<file path="config.mk">
export PLATFORM = sky130hd
export DESIGN_NAME = nes_apu_pulse_bank_flat
export DESIGN_NICKNAME = d
export VERILOG_FILES = /design/src/rtl/nes_apu_pulse_bank_if.sv /design/src/rtl/nes_apu_pulse_bank.sv /design/src/flat_wrapper.sv
export SDC_FILE = /design/constraint.sdc
export NUM_CORES = 1
export LEC_CHECK = 0
export ABC_AREA = 0
export BUFFER_PORTS_ARGS = -buffer_cell sky130_fd_sc_hd__buf_2
export CAP_MARGIN = 10
export CORE_ASPECT_RATIO = 1.75
export CORE_UTILIZATION = 45
export DETAILED_ROUTE_END_ITERATION = 7
export SYNTH_ARGS = -nofsm -noshare
export SYNTH_HDL_FRONTEND = slang
export SYNTH_SLANG_ARGS = --single-unit
</file>
<file path="constraint.sdc">
create_clock -name clk -period 2.4 [get_ports clk]
set_input_delay 0.24 -clock clk [delete_from_list [all_inputs] [get_ports clk]]
set_output_delay 0.24 -clock clk [all_outputs]
set_load 0.02 [all_outputs]
</file>
<file path="src/rtl/nes_apu_pulse_bank_if.sv">
// Register write port of the pulse bank: one write strobe with address and data.
// The pin decoder drives the master side and the APU bank samples the slave side.
interface nes_apu_pulse_bank_if #(
   parameter int ADDR_W = 4
) ();
   logic              wr_en;
   logic [ADDR_W-1:0] wr_addr;
   logic [7:0]        wr_data;

   modport master (output wr_en, output wr_addr, output wr_data);
   modport slave  (input  wr_en, input  wr_addr, input  wr_data);
endinterface

</file>
<file path="src/rtl/nes_apu_pulse_bank.sv">
// Bank of NUM_CH NES-style pulse channels. The channels share one register write port,
// one timer-tick divider and one frame (length-counter) divider. Their outputs feed a
// saturating mixer.
// The optional delta-sigma 1-bit output is built only when NES_APU_PWM_EN is defined.
// Without that macro, pwm_o is tied low.
module nes_apu_pulse_bank #(
   parameter int NUM_CH    = 2,
   parameter int CLK_DIV   = 2,
   parameter int FRAME_DIV = 16,
   parameter int OUT_W     = 5,
   parameter int ADDR_W    = 4
) (
   input  logic                clk,
   input  logic                rst,
   nes_apu_pulse_bank_if.slave wr_if,
   output logic [NUM_CH-1:0]   status_o,
   output logic [OUT_W-1:0]    mix_o,
   output logic                pwm_o
);
   localparam int CDIV_W = (CLK_DIV > 1) ? $clog2(CLK_DIV) : 1;
   localparam int FDIV_W = $clog2(FRAME_DIV);
   localparam int CH_W   = ADDR_W - 2;
   // The sum of up to four 4-bit channel outputs fits in 6 bits; keep a margin above OUT_W.
   localparam int SUM_W  = (OUT_W > 6) ? OUT_W + 1 : 7;

   logic [CDIV_W-1:0] cdiv_q;
   logic [FDIV_W-1:0] fdiv_q;
   logic              timer_tick;
   logic              frame_tick;

   assign timer_tick = (cdiv_q == CDIV_W'(CLK_DIV - 1));
   assign frame_tick = (fdiv_q == FDIV_W'(FRAME_DIV - 1));

   // Free-running tick dividers, restarted only by reset
   always_ff @(posedge clk) begin
      if (rst) begin
         cdiv_q <= '0;
         fdiv_q <= '0;
      end else begin
         cdiv_q <= timer_tick ? '0 : cdiv_q + CDIV_W'(1);
         fdiv_q <= frame_tick ? '0 : fdiv_q + FDIV_W'(1);
      end
   end

   // Address decode: upper bits select the channel, low two bits the register.
   // The first address past the last channel is the shared STATUS register.
   logic [CH_W-1:0] wr_ch;
   logic [1:0]      wr_reg;
   logic            status_wr;

   assign wr_ch     = wr_if.wr_addr[ADDR_W-1:2];
   assign wr_reg    = wr_if.wr_addr[1:0];
   assign status_wr = wr_if.wr_en && (wr_if.wr_addr == ADDR_W'(NUM_CH * 4));

   logic [3:0] ch_out [NUM_CH];

   genvar gi;
   generate
      for (gi = 0; gi < NUM_CH; gi++) begin : g_ch
         logic [1:0]  duty_q;
         logic        halt_q;
         logic [3:0]  vol_q;
         logic [10:0] period_q;
         logic [10:0] timer_q;
         logic [2:0]  step_q;
         logic [7:0]  length_q;
         logic        en_q;
         logic        sel;
         logic [7:0]  pat;
         logic        pat_bit;

         assign sel = wr_if.wr_en && (wr_ch == CH_W'(gi));

         // Channel state. Register writes come after the tick updates, so a write
         // overrides a timer step or a length decrement that falls on the same edge.
         always_ff @(posedge clk) begin
            if (rst) begin
               duty_q   <= '0;
               halt_q   <= 1'b0;
               vol_q    <= '0;
               period_q <= '0;
               timer_q  <= '0;
               step_q   <= '0;
               length_q <= '0;
               en_q     <= 1'b0;
            end else begin
               if (timer_tick) begin
                  if (timer_q == '0) begin
                     timer_q <= period_q;
                     step_q  <= step_q + 3'd1;
                  end else begin
                     timer_q <= timer_q - 11'd1;
                  end
               end
               if (frame_tick && !halt_q && (length_q != '0)) begin
                  length_q <= length_q - 8'd1;
               end
               if (sel) begin
                  case (wr_reg)
                     2'd0: begin
                        duty_q <= wr_if.wr_data[7:6];
                        halt_q <= wr_if.wr_data[5];
                        vol_q  <= wr_if.wr_data[3:0];
                     end
                     2'd2: period_q[7:0] <= wr_if.wr_data;
                     2'd3: begin
                        // The timer keeps its current count; only the step restarts.
                        period_q[10:8] <= wr_if.wr_data[2:0];
                        if (en_q) begin
                           length_q <= {3'b000, wr_if.wr_data[7:3]};
                           step_q   <= '0;
                        end
                     end
                     default: ;
                  endcase
               end
               if (status_wr) begin
                  en_q <= wr_if.wr_data[gi];
                  if (!wr_if.wr_data[gi]) begin
                     length_q <= '0;
                  end
               end
            end
         end

         // Duty waveform lookup
         always_comb begin
            case (duty_q)
               2'd0:    pat = 8'b01000000;
               2'd1:    pat = 8'b01100000;
               2'd2:    pat = 8'b01111000;
               default: pat = 8'b10011111;
            endcase
         end

         // Periods below 8 would produce ultrasonic output, so those channels are muted.
         assign pat_bit      = pat[3'd7 - step_q];
         assign ch_out[gi]   = (pat_bit && en_q && (length_q != '0) && (period_q >= 11'd8))
                               ? vol_q : 4'd0;
         assign status_o[gi] = (length_q != '0);
      end
   endgenerate

   logic [SUM_W-1:0] sum;
   logic [OUT_W-1:0] mix_d;
   logic [OUT_W-1:0] mix_q;

   // Add the channel outputs and clamp the sum to the output range
   always_comb begin
      sum = '0;
      for (int i = 0; i < NUM_CH; i++) begin
         sum = sum + SUM_W'(ch_out[i]);
      end
      mix_d = (sum > SUM_W'((1 << OUT_W) - 1)) ? {OUT_W{1'b1}} : sum[OUT_W-1:0];
   end

   // Registered mixer output
   always_ff @(posedge clk) begin
      if (rst) begin
         mix_q <= '0;
      end else begin
         mix_q <= mix_d;
      end
   end

   assign mix_o = mix_q;

`ifdef NES_APU_PWM_EN
   logic [OUT_W:0] acc_q;
   logic [OUT_W:0] acc_d;
   logic           pwm_q;

   assign acc_d = {1'b0, acc_q[OUT_W-1:0]} + {1'b0, mix_q};

   // First-order delta-sigma: the carry out of the phase accumulator is the pulse stream
   always_ff @(posedge clk) begin
      if (rst) begin
         acc_q <= '0;
         pwm_q <= 1'b0;
      end else begin
         acc_q <= acc_d;
         pwm_q <= acc_d[OUT_W];
      end
   end

   assign pwm_o = pwm_q;
`else
   assign pwm_o = 1'b0;
`endif

endmodule
</file>
<file path="src/flat_wrapper.sv">
// flat-port wrapper written by rule: the top's interface ports become plain ports
module nes_apu_pulse_bank_flat 
#(
   parameter int NUM_CH    = 2,
   parameter int CLK_DIV   = 2,
   parameter int FRAME_DIV = 16,
   parameter int OUT_W     = 5,
   parameter int ADDR_W    = 4
)
  (clk, rst, status_o, mix_o, pwm_o, wr_if_wr_en, wr_if_wr_addr, wr_if_wr_data);
  nes_apu_pulse_bank_if #(.ADDR_W(ADDR_W)) wr_if_i ();
  input  logic clk;
  input  logic rst;
  output logic [NUM_CH-1:0] status_o;
  output logic [OUT_W-1:0] mix_o;
  output logic pwm_o;
  input wire logic [$bits(wr_if_i.wr_en)-1:0] wr_if_wr_en;
  input wire logic [$bits(wr_if_i.wr_addr)-1:0] wr_if_wr_addr;
  input wire logic [$bits(wr_if_i.wr_data)-1:0] wr_if_wr_data;
  assign wr_if_i.wr_en = wr_if_wr_en;
  assign wr_if_i.wr_addr = wr_if_wr_addr;
  assign wr_if_i.wr_data = wr_if_wr_data;
  nes_apu_pulse_bank #(.NUM_CH(NUM_CH), .CLK_DIV(CLK_DIV), .FRAME_DIV(FRAME_DIV), .OUT_W(OUT_W), .ADDR_W(ADDR_W)) u_core (.clk(clk), .rst(rst), .wr_if(wr_if_i), .status_o(status_o), .mix_o(mix_o), .pwm_o(pwm_o));
endmodule
</file>
[Yosys cells after proc, flatten, opt, wreduce, memory -nomap -nowiden]
Cells that the tools add are included.
Word-level totals
  flip-flop bits (word level): 92
  bits in latches: 0
  RAM bits: 0
  bits in read-only memories: 0
  bits of input ports: 15
  output and inout bits: 8
  word-level logic and storage cells: 110
  memories kept: 0
Operators by class
  add/subtract/negate cells: 11
  multiply operators: 0
  div/mod/pow operators: 0
  order comparisons: 5
  equality and inequality tests: 9
  shift operators: 0
  multiplexer cells: 33
  bitwise gates (word level): 0
  reductions and logical operators: 31
Operators with widths (number)
  8-bit 2-to-1 mux: 12
  8-bit case mux with 3 select lines: 2
  3-bit 2-to-1 mux: 10
  11-bit by 4-bit >= comparator with 1-bit output (second input constant): 2
  11-bit logical NOT: 2
  11-bit 2-to-1 mux: 2
  11-bit by 1-bit subtractor with 11-bit output (second input constant): 2
  8-bit nonzero test: 2
  8-bit by 1-bit subtractor with 8-bit output (second input constant): 2
  1-bit logical AND: 13
  2-bit AND reduction: 6
  2-bit == test (second input constant): 4
  4-bit == test (second input constant): 2
  2-bit logical NOT: 4
  3-bit by 4-bit less-than comparator with 1-bit output (second input constant): 2
  4-bit 2-to-1 mux: 2
  7-bit by 5-bit > comparator with 1-bit output (second input constant): 1
  3-bit by 1-bit adder with 3-bit output (second input constant): 2
  1-bit binary-select mux with 3-bit select: 2
  2-bit by 1-bit == test with 1-bit output (second input constant): 3
  3-bit subtractor (first input constant): 2
  4-bit by 4-bit adder with 5-bit output: 1
  5-bit 2-to-1 mux: 1
  4-bit by 1-bit adder with 4-bit output (second input constant): 1
  other kinds (4): 7

[Logic depth before layout (Yosys ltp)]
Gate-level depths: netlist of the first run.
  depth after elaboration: 11
  depth in mapped cells: 12
  mapped depth without buffers: 12

[Worst setup path after synthesis of the first run]
No wires, ideal clock.
  path kind: flip-flop to flip-flop
  start: reg u_core.g_ch[1].length_q[4]
  end: reg u_core.mix_q[3] (netlist: u_core.mix_o[3])
  library setup time: 0.128 ns
  arrival time: 2.210 ns
  data required time: 2.272 ns
  setup slack: 0.063 ns
  stages on the path, launching flop included: 10
  buffers on the path: 0
  period minus slack after synthesis: 2.337 ns
  cells stage by stage: dfxtp_1 -> nor4_1 -> nand2_1 -> nand3_1 -> nor2_1 -> ha_1 -> a21o_1 -> a21oi_1 -> xor2_1 -> nor2_1
Between the ends
  longest elaborated chain between the ends: 7
RTL lines
  start, declared: line nes_apu_pulse_bank.sv:66  | logic [7:0] length_q;
  start signal, assigned: line nes_apu_pulse_bank.sv:96  | length_q <= length_q - 8'd1;
  start signal, assigned: line nes_apu_pulse_bank.sv:110  | length_q <= {3'b000, wr_if.wr_data[7:3]};
  8-bit nonzero test (*)
  named net status_o[1]: line flat_wrapper.sv:14  | output logic [NUM_CH-1:0] status_o;
  1-bit logical AND (*) (2 in a row): line nes_apu_pulse_bank.sv:138  | assign ch_out[gi] = (pat_bit && en_q && (length_q != '0) && (period_q >= 11'd8))
  4-bit 2-to-1 mux (*): line nes_apu_pulse_bank.sv:139  | ? vol_q : 4'd0;
  4-bit by 4-bit adder with 5-bit output (*): line nes_apu_pulse_bank.sv:152  | sum = sum + SUM_W'(ch_out[i]);
  7-bit by 5-bit > comparator with 1-bit output: line nes_apu_pulse_bank.sv:154  | mix_d = (sum > SUM_W'((1 << OUT_W) - 1)) ? {OUT_W{1'b1}} : sum[OUT_W-1:0];
  5-bit 2-to-1 mux (*): line nes_apu_pulse_bank.sv:154
  end signal, assigned: line nes_apu_pulse_bank.sv:162  | mix_q <= mix_d;
  end, declared: line nes_apu_pulse_bank.sv:146  | logic [OUT_W-1:0] mix_q;
The timed path passes the listed nets; every way through them passes the cells marked *.
A chain may end at the register's enable or synchronous reset.

[Worst setup path in the final report of the first run]
  start: reg u_core.g_ch[1].duty_q[0]
  end: reg u_core.mix_q[3] (netlist: u_core.mix_o[3])
Between the ends
  longest elaborated chain between the ends: 11
  elaborated cells on any way between the ends: 13
  classes of those cells: 1 x add/sub; 1 x order compare; 2 x eq/ne; 5 x mux; 4 x reduce/logical
RTL lines
  start, declared: line nes_apu_pulse_bank.sv:60  | logic [1:0] duty_q;
  start signal, assigned: line nes_apu_pulse_bank.sv:101  | duty_q <= wr_if.wr_data[7:6];
  2-bit == test (tied with other cells): line nes_apu_pulse_bank.sv:128  | case (duty_q)
  8-bit case mux with 3 select lines (*): line nes_apu_pulse_bank.sv:128
  1-bit binary-select mux with 3-bit select (*): line nes_apu_pulse_bank.sv:137  | assign pat_bit = pat[3'd7 - step_q];
  1-bit 2-to-1 mux (implied by the code) (*): line nes_apu_pulse_bank.sv:137
  1-bit logical AND (*) (3 in a row): line nes_apu_pulse_bank.sv:138
  4-bit 2-to-1 mux (*): line nes_apu_pulse_bank.sv:139
  4-bit by 4-bit adder with 5-bit output (*): line nes_apu_pulse_bank.sv:152
  7-bit by 5-bit > comparator with 1-bit output: line nes_apu_pulse_bank.sv:154
  5-bit 2-to-1 mux (*): line nes_apu_pulse_bank.sv:154
Mark *: on every way between the ends. The rest lies on a longest branch, timed or not. The select of a mux whose other input is x is not followed.

==> results of run 1 <==
==> sequential cells by signal (all words and copies together) (netlist names) <==
name / flops
u_core.g_ch.en_q: 2
u_core.mix_o: 5
u_core.g_ch.step_q: 6
u_core.cdiv_q: 1
u_core.fdiv_q: 4
u_core.g_ch.vol_q: 8
u_core.g_ch.period_q: 22
u_core.g_ch.timer_q: 22
u_core.g_ch.halt_q: 2
u_core.g_ch.length_q: 16
u_core.g_ch.duty_q: 4
==> layer usage <==
metal	GRT usage (%)	up-vias
li1	-	1970
met1	24.5	1844
met2	39.3	80
met3	3.33	18
met4	10.9	0
met5	0	-
==> final cells by class <==
type | instances | area (sq um)
inverters | 23 | 86.3
clock inverters | 2 | 35.0
flip-flops and latches | 92 | 1850
clock buffers | 13 | 250
fillers | 1022 | 4880
repair buffers | 37 | 225
well taps | 127 | 159
multi-input cells | 400 | 2700
==> worst reg2reg max path, cell delays in order, from the launching register on <==
cell and delay, ns:
dfxtp_2 0.33, buf_4 0.13, ha_1 0.18, o21ai_0 0.09, o31ai_1 0.12, a22oi_2 0.37, nor2_1 0.10, ha_1 0.30
a21o_1 0.19, a21oi_2 0.14, xor2_1 0.16, nor2_1 0.05
==> metrics by stage <==
step	power, mW	hold WS (ns)
2_1_floorplan	3.23	0.376
6_report	5.01	0.218
5_1_grt	5.33	0.238
4_1_cts	5.04	0.209
3_3_place_gp	3.61	0.447
3_5_place_dp	3.64	0.451
==> synthesized netlist by cell type (4+ instances only) <==
cell type and count:
inv_1 23, o31ai_1 4, dfxtp_1 92, buf_2 8, nand4b_1 7, xnor2_1 9, nor3_1 15, nor2b_1 9
mux2i_1 38, and4b_1 5, nand2_1 35, nor3b_1 7, o21ai_0 18, clkbuf_1 9, nand3b_1 6, nand3_1 26
xor2_1 10, nor2_1 72, nor4_1 8, nand2b_1 6, nand4_1 6, ha_1 17, o211ai_1 6, a21oi_1 31
or3_1 5, a211oi_1 6
==> worst max-delay path by stage <==
stage	from	to	slack, ns	depth (start not counted)
floorplan	u_core.g_ch[1].length_q[4]$_SDFF_PP0_	u_core.mix_o[3]$_SDFF_PP0_	0.06	9
global placement	u_core.g_ch[1].duty_q[0]$_SDFFE_PP0P_	u_core.mix_o[3]$_SDFF_PP0_	-0.03	11
detailed placement	u_core.g_ch[1].duty_q[0]$_SDFFE_PP0P_	u_core.mix_o[3]$_SDFF_PP0_	-0.14	11
CTS	u_core.g_ch[0].duty_q[0]$_SDFFE_PP0P_	u_core.mix_o[4]$_SDFF_PP0_	0.002	12
global route	u_core.g_ch[0].length_q[0]$_SDFF_PP0_	u_core.mix_o[3]$_SDFF_PP0_	0.01	11
finish	u_core.g_ch[1].duty_q[0]$_SDFFE_PP0P_	u_core.mix_o[3]$_SDFF_PP0_	0.14	11
==> what timing repair did <==
action	4_1_cts	5_1_grt
pin swaps	0	5
setup buffers	0	1
hold endpoints to repair	0	0
setup endpoints to repair	3	4
gates resized for setup	3	14
==> kinds of logic (layout without fill, tap and decap cells) <==
logic type      after synthesis  in the layout  share of synthesized area, %
simple gates                229            229                          26.7
compound gates               94             94                          12.9
flops                        92             92                          39.3
buf+inv                      46             75                          4.16
mux                          39             39                          8.35
xor+xnor                     19             19                          3.55
fa+ha+maj                    18             18                          4.96
other cells                   1              1                        0.0800
==> report_power, final <==
group,internal (mW),leakage [nW],switching [mW]
clock network,0.829,0.140,0.549
registers,1.70,0.747,0.224
logic,0.735,1.14,0.975
==> reports/metrics.csv, run 1 <==
metric;value;unit
routed wl met2;5920;um
Skew-Pair Late Insertion Delay;0.34;ns
final worst slack;0.142;ns
Place WS;-0.140;ns
design area;5300;sq um
Max Slew Vio Count;0;
pin count of the biggest net entering global routing;39;
syn avg cell area;8.72;sq um
Buffers on Ports;21;
crit path max-delay cell type;a22oi_2;
Hold WC Path Type;input port to register;
Syn Nets;571;
synth-to-layout area growth;13.0;%
vias in the first global route;3679;
crit share post-route;94.1;%
maxcap violations;0;
post-DP HPWL;8290;um
First-pass DRT Iterations;4;
hold path depth;3;
PD cells;945;nW/um^2
I/O pin cnt;23;
Reg2Reg Setup Slack;0.14;ns
Die Ht;137;um
DR iter-0 viols;236;
Warnings, synthesis;0;
nets;596;
fin cells;694;
crit-path cells;buf_4 -> ha_1 -> o21ai_0 -> o31ai_1 -> a22oi_2 -> nor2_1 -> ha_1 -> a21o_1 -> a21oi_2 -> xor2_1 -> nor2_1;
critical path data required time;2.62;ns
Antenna diodes;0;
CTS Buffer Depth;2;
synthesized cell area;4690;sq um
post-layout minimum cycle time;2.26;ns
Syn Inst Count;538;
CTS tree;built;
TritonCTS Sinks;92;
kind of cell adding the most delay to the critical path;compound AO/OA/AOI/OAI gates;
initial antenna violation count;0;
post-synthesis sequential area ratio;39.3;%
Worst Hold Launch;wr_if_wr_data[2];
RR Startpoint;u_core.g_ch[1].duty_q[0]$_SDFFE_PP0P_;
Worst setup EP type;register;
Met1 Wirelength;4680;um
final design utilization;52.1;%
worst reg2reg endpoint;u_core.mix_o[3]$_SDFF_PP0_;
wirelength, routed;11200;um
critical path class;register to register;
Placed Instances;678;
Initial Util;46.1;%
cells on worst reg2reg path;11;
total track usage;21.8;%
largest stage delay on the critical path;0.37;ns
GPL Wtd Cong;0.831;
htree depth;3;
relative slew slack;52.2;%
DP Area;4960;sq um
WL/cell;16.2;um
detailed-route via count;3912;
Fmax;0.443;GHz
first-pass GRT wire length;18100;um
hold_buf cts;0;
Max IR drop VDD;0.367;mV
CP bufs+invs;1;
#FFs+latches synth;92;
total grt overflow;0;
Chip Width;79.2;um
top cells by area, synth;dfxtp_1, mux2i_1, nor2_1;
Site Rows;49;
Die Area;10800;sq um
Critical Path Fanout Max;5;
core outline area;10200;sq um
most frequent cells in the layout;dfxtp_1, nor2_1, mux2i_1;
Root Buffer;clkbuf_16;
synth unique cells;69;
outcome;complete, no violations;
Worst setup SP type;register;
Clock Skew;0.00708;ns
WL met3;376;um
Synth top area share;39.3;%
P_leak;2.03;nW
layout cell share with drive strength beyond 1;13.8;%
Async SR Flop Fraction;0;%
Synth Flop Type;dfxtp_1;
Post-synth EDFFs;0;
CTS Buf Count;9;
RSZ-0062 raised after global routing;no;
worst-margin pin slew;0.711;ns
drc violations;0;
Fin. Hold Viols;0;
commonest non-fill, non-tap cell in the layout;dfxtp_1;
critical path data arrival time;2.48;ns
antenna-violating nets left;0;
final setup vio count;0;
via/cell ratio;5.64;
area leader, netlist;dfxtp_1;
hold endpoint;u_core.g_ch[1].period_q[10]$_SDFFE_PP0P_;
setup tns final;0;ns
max layer used;met4;
Clock Pin Slew Worst Setup and Hold Paths;0.06;ns
(Power assumes the default switching activity.)
==> run 2, diff against run 1 <==
- PLACE_DENSITY: not set -> 0.62
==> reports/metrics.csv, run 2 (synthesis gave the netlist of run 1 again) <==
metric;value;unit;change
outcome;complete, no violations;;
synth-to-layout area growth;12.7;%;
maxcap violations;0;;unchanged
TritonCTS Sinks;92;;unchanged
drc violations;0;;unchanged
core outline area;10200;sq um;unchanged
Critical Path Fanout Max;4;;-1
hold_buf cts;0;;unchanged
Root Buffer;clkbuf_16;;
Hold WC Path Type;input port to register;;
pin count of the biggest net entering global routing;31;;-21%
WL met3;276;um;-27%
initial antenna violation count;0;;unchanged
Clock Pin Slew Worst Setup and Hold Paths;0.06;ns;about the same
Initial Util;46.1;%;unchanged
Antenna diodes;0;;unchanged
detailed-route via count;3960;;+1.2%
vias in the first global route;3763;;+2.3%
DP Area;4930;sq um;-0.45%
Buffers on Ports;21;;unchanged
largest stage delay on the critical path;0.35;ns;-0.02 ns
DR iter-0 viols;263;;+11%
PD cells;949;nW/um^2;+0.42%
relative slew slack;60.7;%;+8.5 points
Chip Width;79.2;um;unchanged
htree depth;3;;unchanged
Max Slew Vio Count;0;;unchanged
max layer used;met4;;
Fin. Hold Viols;0;;unchanged
GPL Wtd Cong;0.889;;+7.0%
Worst setup EP type;register;;
first-pass GRT wire length;19000;um;+4.8%
critical path class;register to register;;
P_leak;2.01;nW;-0.66%
nets;593;;-0.50%
CTS Buffer Depth;2;;unchanged
Top cell by count, worst path;inv_1;;
post-layout minimum cycle time;2.28;ns;+0.0222 ns
Site Rows;49;;unchanged
CTS Buf Count;9;;unchanged
largest registers;u_core.g_ch.period_q (22), u_core.g_ch.timer_q (22), u_core.g_ch.length_q (16);;
crit share post-route;95.0;%;+0.93 points
final setup vio count;0;;unchanged
layout cell share with drive strength beyond 1;14.2;%;+0.43 points
commonest non-fill, non-tap cell in the layout;dfxtp_1;;
worst-margin pin slew;0.588;ns;-0.123 ns
Clock Skew;0.00621;ns;-0.000863 ns
critical path data arrival time;2.54;ns;+0.06 ns
Die Ht;137;um;unchanged
antenna-violating nets left;0;;unchanged
crit-path cells;inv_1 -> ha_1 -> nor3b_2 -> nand2_1 -> nand3_2 -> nor2_2 -> ha_2 -> inv_1 -> fa_2 -> nor2b_2 -> o21ai_0 -> a21oi_1;;
Max IR drop VDD;0.467;mV;+27%
Fmax;0.438;GHz;-0.97%
total track usage;22.8;%;+0.97 points
post-DP HPWL;8480;um;+2.2%
Worst setup SP type;register;;
WL/cell;16.7;um;+3.1%
Design Power;5.02;mW;+0.13%
FILL cells;1011;;-1.1%
Met1 Wirelength;4820;um;+2.9%
routed wl met2;6280;um;+6.2%
CTS tree;built;;
final design utilization;51.9;%;-0.15 points
wirelength, routed;11500;um;+2.7%
total grt overflow;0;;unchanged
crit path max-delay cell type;dfxtp_2;;
most frequent cells in the layout;dfxtp_1, nor2_1, mux2i_1;;
Skew-Pair Late Insertion Delay;0.34;ns;about the same
critical path data required time;2.66;ns;+0.04 ns
design area;5290;sq um;-0.28%
I/O pin cnt;23;;unchanged
First-pass DRT Iterations;4;;unchanged
Die Area;10800;sq um;unchanged
via/cell ratio;5.73;;+1.7%
==> run 2: final timing paths <==
check | startpoint | end | slack (ns) | cells after the start
worst max-delay path | u_core.g_ch[1].length_q[0]$_SDFF_PP0_ | u_core.mix_o[4]$_SDFF_PP0_ | 0.12 | 12
worst min-delay path | rst | u_core.g_ch[1].period_q[6]$_SDFFE_PP0P_ | 0.23 | 2
worst max register to register | u_core.g_ch[1].length_q[0]$_SDFF_PP0_ | u_core.mix_o[4]$_SDFF_PP0_ | 0.12 | 12
worst min register to register | u_core.g_ch[0].halt_q$_SDFFE_PP0P_ | u_core.g_ch[0].halt_q$_SDFFE_PP0P_ | 0.46 | 2
==> run 2: where the power goes <==
part,internal (mW),switching [mW]
combinational,0.733,0.978
sequential,1.70,0.237
clock,0.809,0.564
==> run 2: cell type report <==
class | count | area [sq um] | share of cell area (%)
clock buffers | 14 | 284 | 5.37
clock inverters | 1 | 5.00 | 0.0947
inverters | 23 | 86.3 | 1.63
multi-input cells | 400 | 2700 | 51.1
flip-flops and latches | 92 | 1850 | 35.0
well taps | 127 | 159 | 3.01
repair buffers | 34 | 203 | 3.84
==> run 2: critical path: cells and delay by family (launching register included) <==
family | cells | cell delay, ns
compound gates | 2 | 0.23
fa+ha+maj | 3 | 0.78
flops | 1 | 0.35
buf+inv | 2 | 0.11
simple gates | 5 | 0.74
==> run 2: timing repair <==
item | CTS | global route
pin swaps | 0 | 4
resized for setup | 3 | 17
setup endpoints to repair | 1 | 3
buffers inserted | 0 | 1
endpoints found under the hold margin | 0 | 0
==> run 2: per-layer routing <==
layer	global-route usage (%)	vias to the layer above
li1	-	1966
met1	25.5	1918
met2	43.1	63
met3	3.20	13
met4	7.68	0
met5	0	-
==> run 2: metrics by stage <==
stage	TNS (ns)	cells	hold WS, ns	setup slack, ns
2_1_floorplan	0	538	0.376	0.0628
3_3_place_gp	0	675	0.447	0.0795
3_5_place_dp	0	675	0.450	0.00121
4_1_cts	0	690	0.222	0.0103
5_1_grt	-0.0152	691	0.245	-0.0152
6_report	0	691	0.229	0.119
==> run 3, diff against run 2 <==
==> constraint.sdc (replaced) <==
create_clock -name clk -period 2 [get_ports clk]
set_input_delay 0.4 -clock clk [delete_from_list [all_inputs] [get_ports clk]]
set_output_delay 0.4 -clock clk [all_outputs]
set_load 0.02 [all_outputs]
==> reports/metrics.csv, run 3 (synthesis gave the netlist of run 1 again) <==
metric;value;unit;change
Buffers on Ports;21;;unchanged
Worst Hold Launch;wr_if_wr_data[4];;
layout cell share with drive strength beyond 1;27.6;%;+13 points
largest registers;u_core.g_ch.period_q (22), u_core.g_ch.timer_q (22), u_core.g_ch.length_q (16);;
most frequent cells in the layout;dfxtp_1, nor2_1, buf_4;;
P_leak;2.35;nW;+17%
TritonCTS Sinks;92;;unchanged
Hold WC Path Type;input port to register;;
largest stage delay on the critical path;0.38;ns;+0.03 ns
relative slew slack;63.9;%;+3.2 points
PD cells;1090;nW/um^2;+15%
kind of cell adding the most delay to the critical path;compound AO/OA/AOI/OAI gates;;
crit share post-route;110;%;+15 points
RR Startpoint;u_core.g_ch[1].duty_q[0]$_SDFFE_PP0P_;;
Initial Util;46.1;%;unchanged
critical path class;register to register;;
Die Ht;137;um;unchanged
Critical Path Fanout Max;4;;unchanged
CTS Buf Count;9;;unchanged
core outline area;10200;sq um;unchanged
RSZ-0062 raised after global routing;yes;;
DP Area;5340;sq um;+8.3%
crit-path cells;inv_2 -> ha_4 -> nor2b_4 -> o21ai_2 -> a22oi_2 -> nor2_1 -> ha_1 -> a21o_1 -> a21oi_2 -> xor2_1 -> nor2_1;;
Worst setup SP type;register;;
worst-margin pin slew;0.536;ns;-0.0527 ns
Top cell by count, worst path;nor2_1;;
design area;5950;sq um;+13%
crit path max-delay cell type;dfxtp_4;;
Fin. Hold Viols;0;;unchanged
failing checks;setup timing;;
total track usage;23.7;%;+0.92 points
wirelength, routed;12300;um;+6.5%
critical path data arrival time;2.43;ns;-0.11 ns
FILL cells;947;;-6.3%
Worst setup EP type;register;;
CTS Buffer Depth;2;;unchanged
Critical Path Start;u_core.g_ch[1].duty_q[0]$_SDFFE_PP0P_;;
multi-input logic area;2920;sq um;+8.0%
GPL Wtd Cong;0.900;;+1.2%
antenna-violating nets left;0;;unchanged
commonest non-fill, non-tap cell in the layout;dfxtp_1;;
synth-to-layout area growth;26.9;%;
Max IR drop VDD;0.780;mV;+67%
pin count of the biggest net entering global routing;35;;+13%
outcome;finished, violations left;;
final worst slack;-0.206;ns;-0.326 ns
Site Rows;49;;unchanged
WL/cell;16.5;um;-0.98%
Root Buffer;clkbuf_16;;
post-DP HPWL;8940;um;+5.5%
Chip Width;79.2;um;unchanged
Fmax;0.453;GHz;+3.4%
via/cell ratio;5.66;;-1.3%
htree depth;3;;unchanged
critical path data required time;2.22;ns;-0.44 ns
maxcap violations;0;;unchanged
CP bufs+invs;1;;-1
nets;644;;+8.6%
initial antenna violation count;0;;unchanged
Clock Pin Slew Worst Setup and Hold Paths;0.06;ns;about the same
total grt overflow;0;;unchanged
vias in the first global route;4063;;+8.0%
final design utilization;58.5;%;+6.6 points
first-pass GRT wire length;19600;um;+3.5%
I/O pin cnt;23;;unchanged
First-pass DRT Iterations;4;;unchanged
final setup vio count;4;;+4
Skew-Pair Late Insertion Delay;0.34;ns;about the same
Antenna diodes;0;;unchanged
DR iter-0 viols;278;;+5.7%
CTS tree;built;;
detailed-route via count;4204;;+6.2%
Max Slew Vio Count;0;;unchanged
Die Area;10800;sq um;unchanged
drc violations;0;;unchanged
Design Power;6.49;mW;+29%
register area;1870;sq um;+0.95%
post-layout minimum cycle time;2.21;ns;-0.0743 ns
Clock Skew;0.00388;ns;-0.00234 ns
## run 3: cell count changes in the layout (fill, tap and decap cells not counted), moves of 4 or more
cell,change
ha_4,+7
ha_1,-6
dfxtp_4,+4
inv_1,-7
o21ai_2,+4
buf_6,+6
dfxtp_1,-6
buf_4,+47
inv_2,+7
## run 3: routing by layer
layer	part of all wire [%]	global-route usage, %
met5	0	0
met4	2.7	10.8
met3	2.7	4.07
met2	55	43.5
met1	40	26.0
## run 3: path summary, 6_finish.rpt
kind | to | slack [ns] | cells past startpoint
worst max-delay path | u_core.mix_o[3]$_SDFF_PP0_ | -0.21 | 11
worst min-delay path | u_core.g_ch[0].length_q[1]$_SDFF_PP0_ | 0.38 | 3
worst max register to register | u_core.mix_o[3]$_SDFF_PP0_ | -0.21 | 11
worst min register to register | u_core.g_ch[0].vol_q[0]$_SDFFE_PP0P_ | 0.46 | 2
## run 3: per-stage QoR
| step | cells | setup slack [ns] | setup TNS [ns] | hold WS, ns |
|---|---|---|---|---|
| 4_1_cts | 738 | -0.175 | -0.514 | 0.371 |
| 5_1_grt | 743 | -0.288 | -0.992 | 0.394 |
| 2_1_floorplan | 538 | -0.0296 | -0.0582 | 0.432 |
| 6_report | 743 | -0.206 | -0.626 | 0.375 |
| 3_3_place_gp | 720 | -0.163 | -0.408 | 0.447 |
| 3_5_place_dp | 720 | -0.264 | -0.811 | 0.449 |
## run 3: timing repair
action,CTS,global route
buffers inserted,2,6
gates resized for setup,18,46
hold buffers,0,0
pin swaps,12,25
endpoints found under the setup margin,4,6
## run 3: area by class of cell
cell class              count  area share (%)
flip-flops and latches     92            31.3
clock buffers              13            4.54
multi-input cells         400            49.0
inverters                  23            1.45
clock inverters             3           0.736
well taps                 127            2.67
repair buffers             85            10.3
## run 3: power by group
group          switching [mW]  internal, mW  total [mW]
logic                    1.30          1.11        2.41
clock network           0.707          1.07        1.78
registers               0.258          2.03        2.29
## run 3: tightest hold or removal path: stages
cell and delay (ns):
buf_2 0.14, inv_1 0.06, o32ai_1 0.07
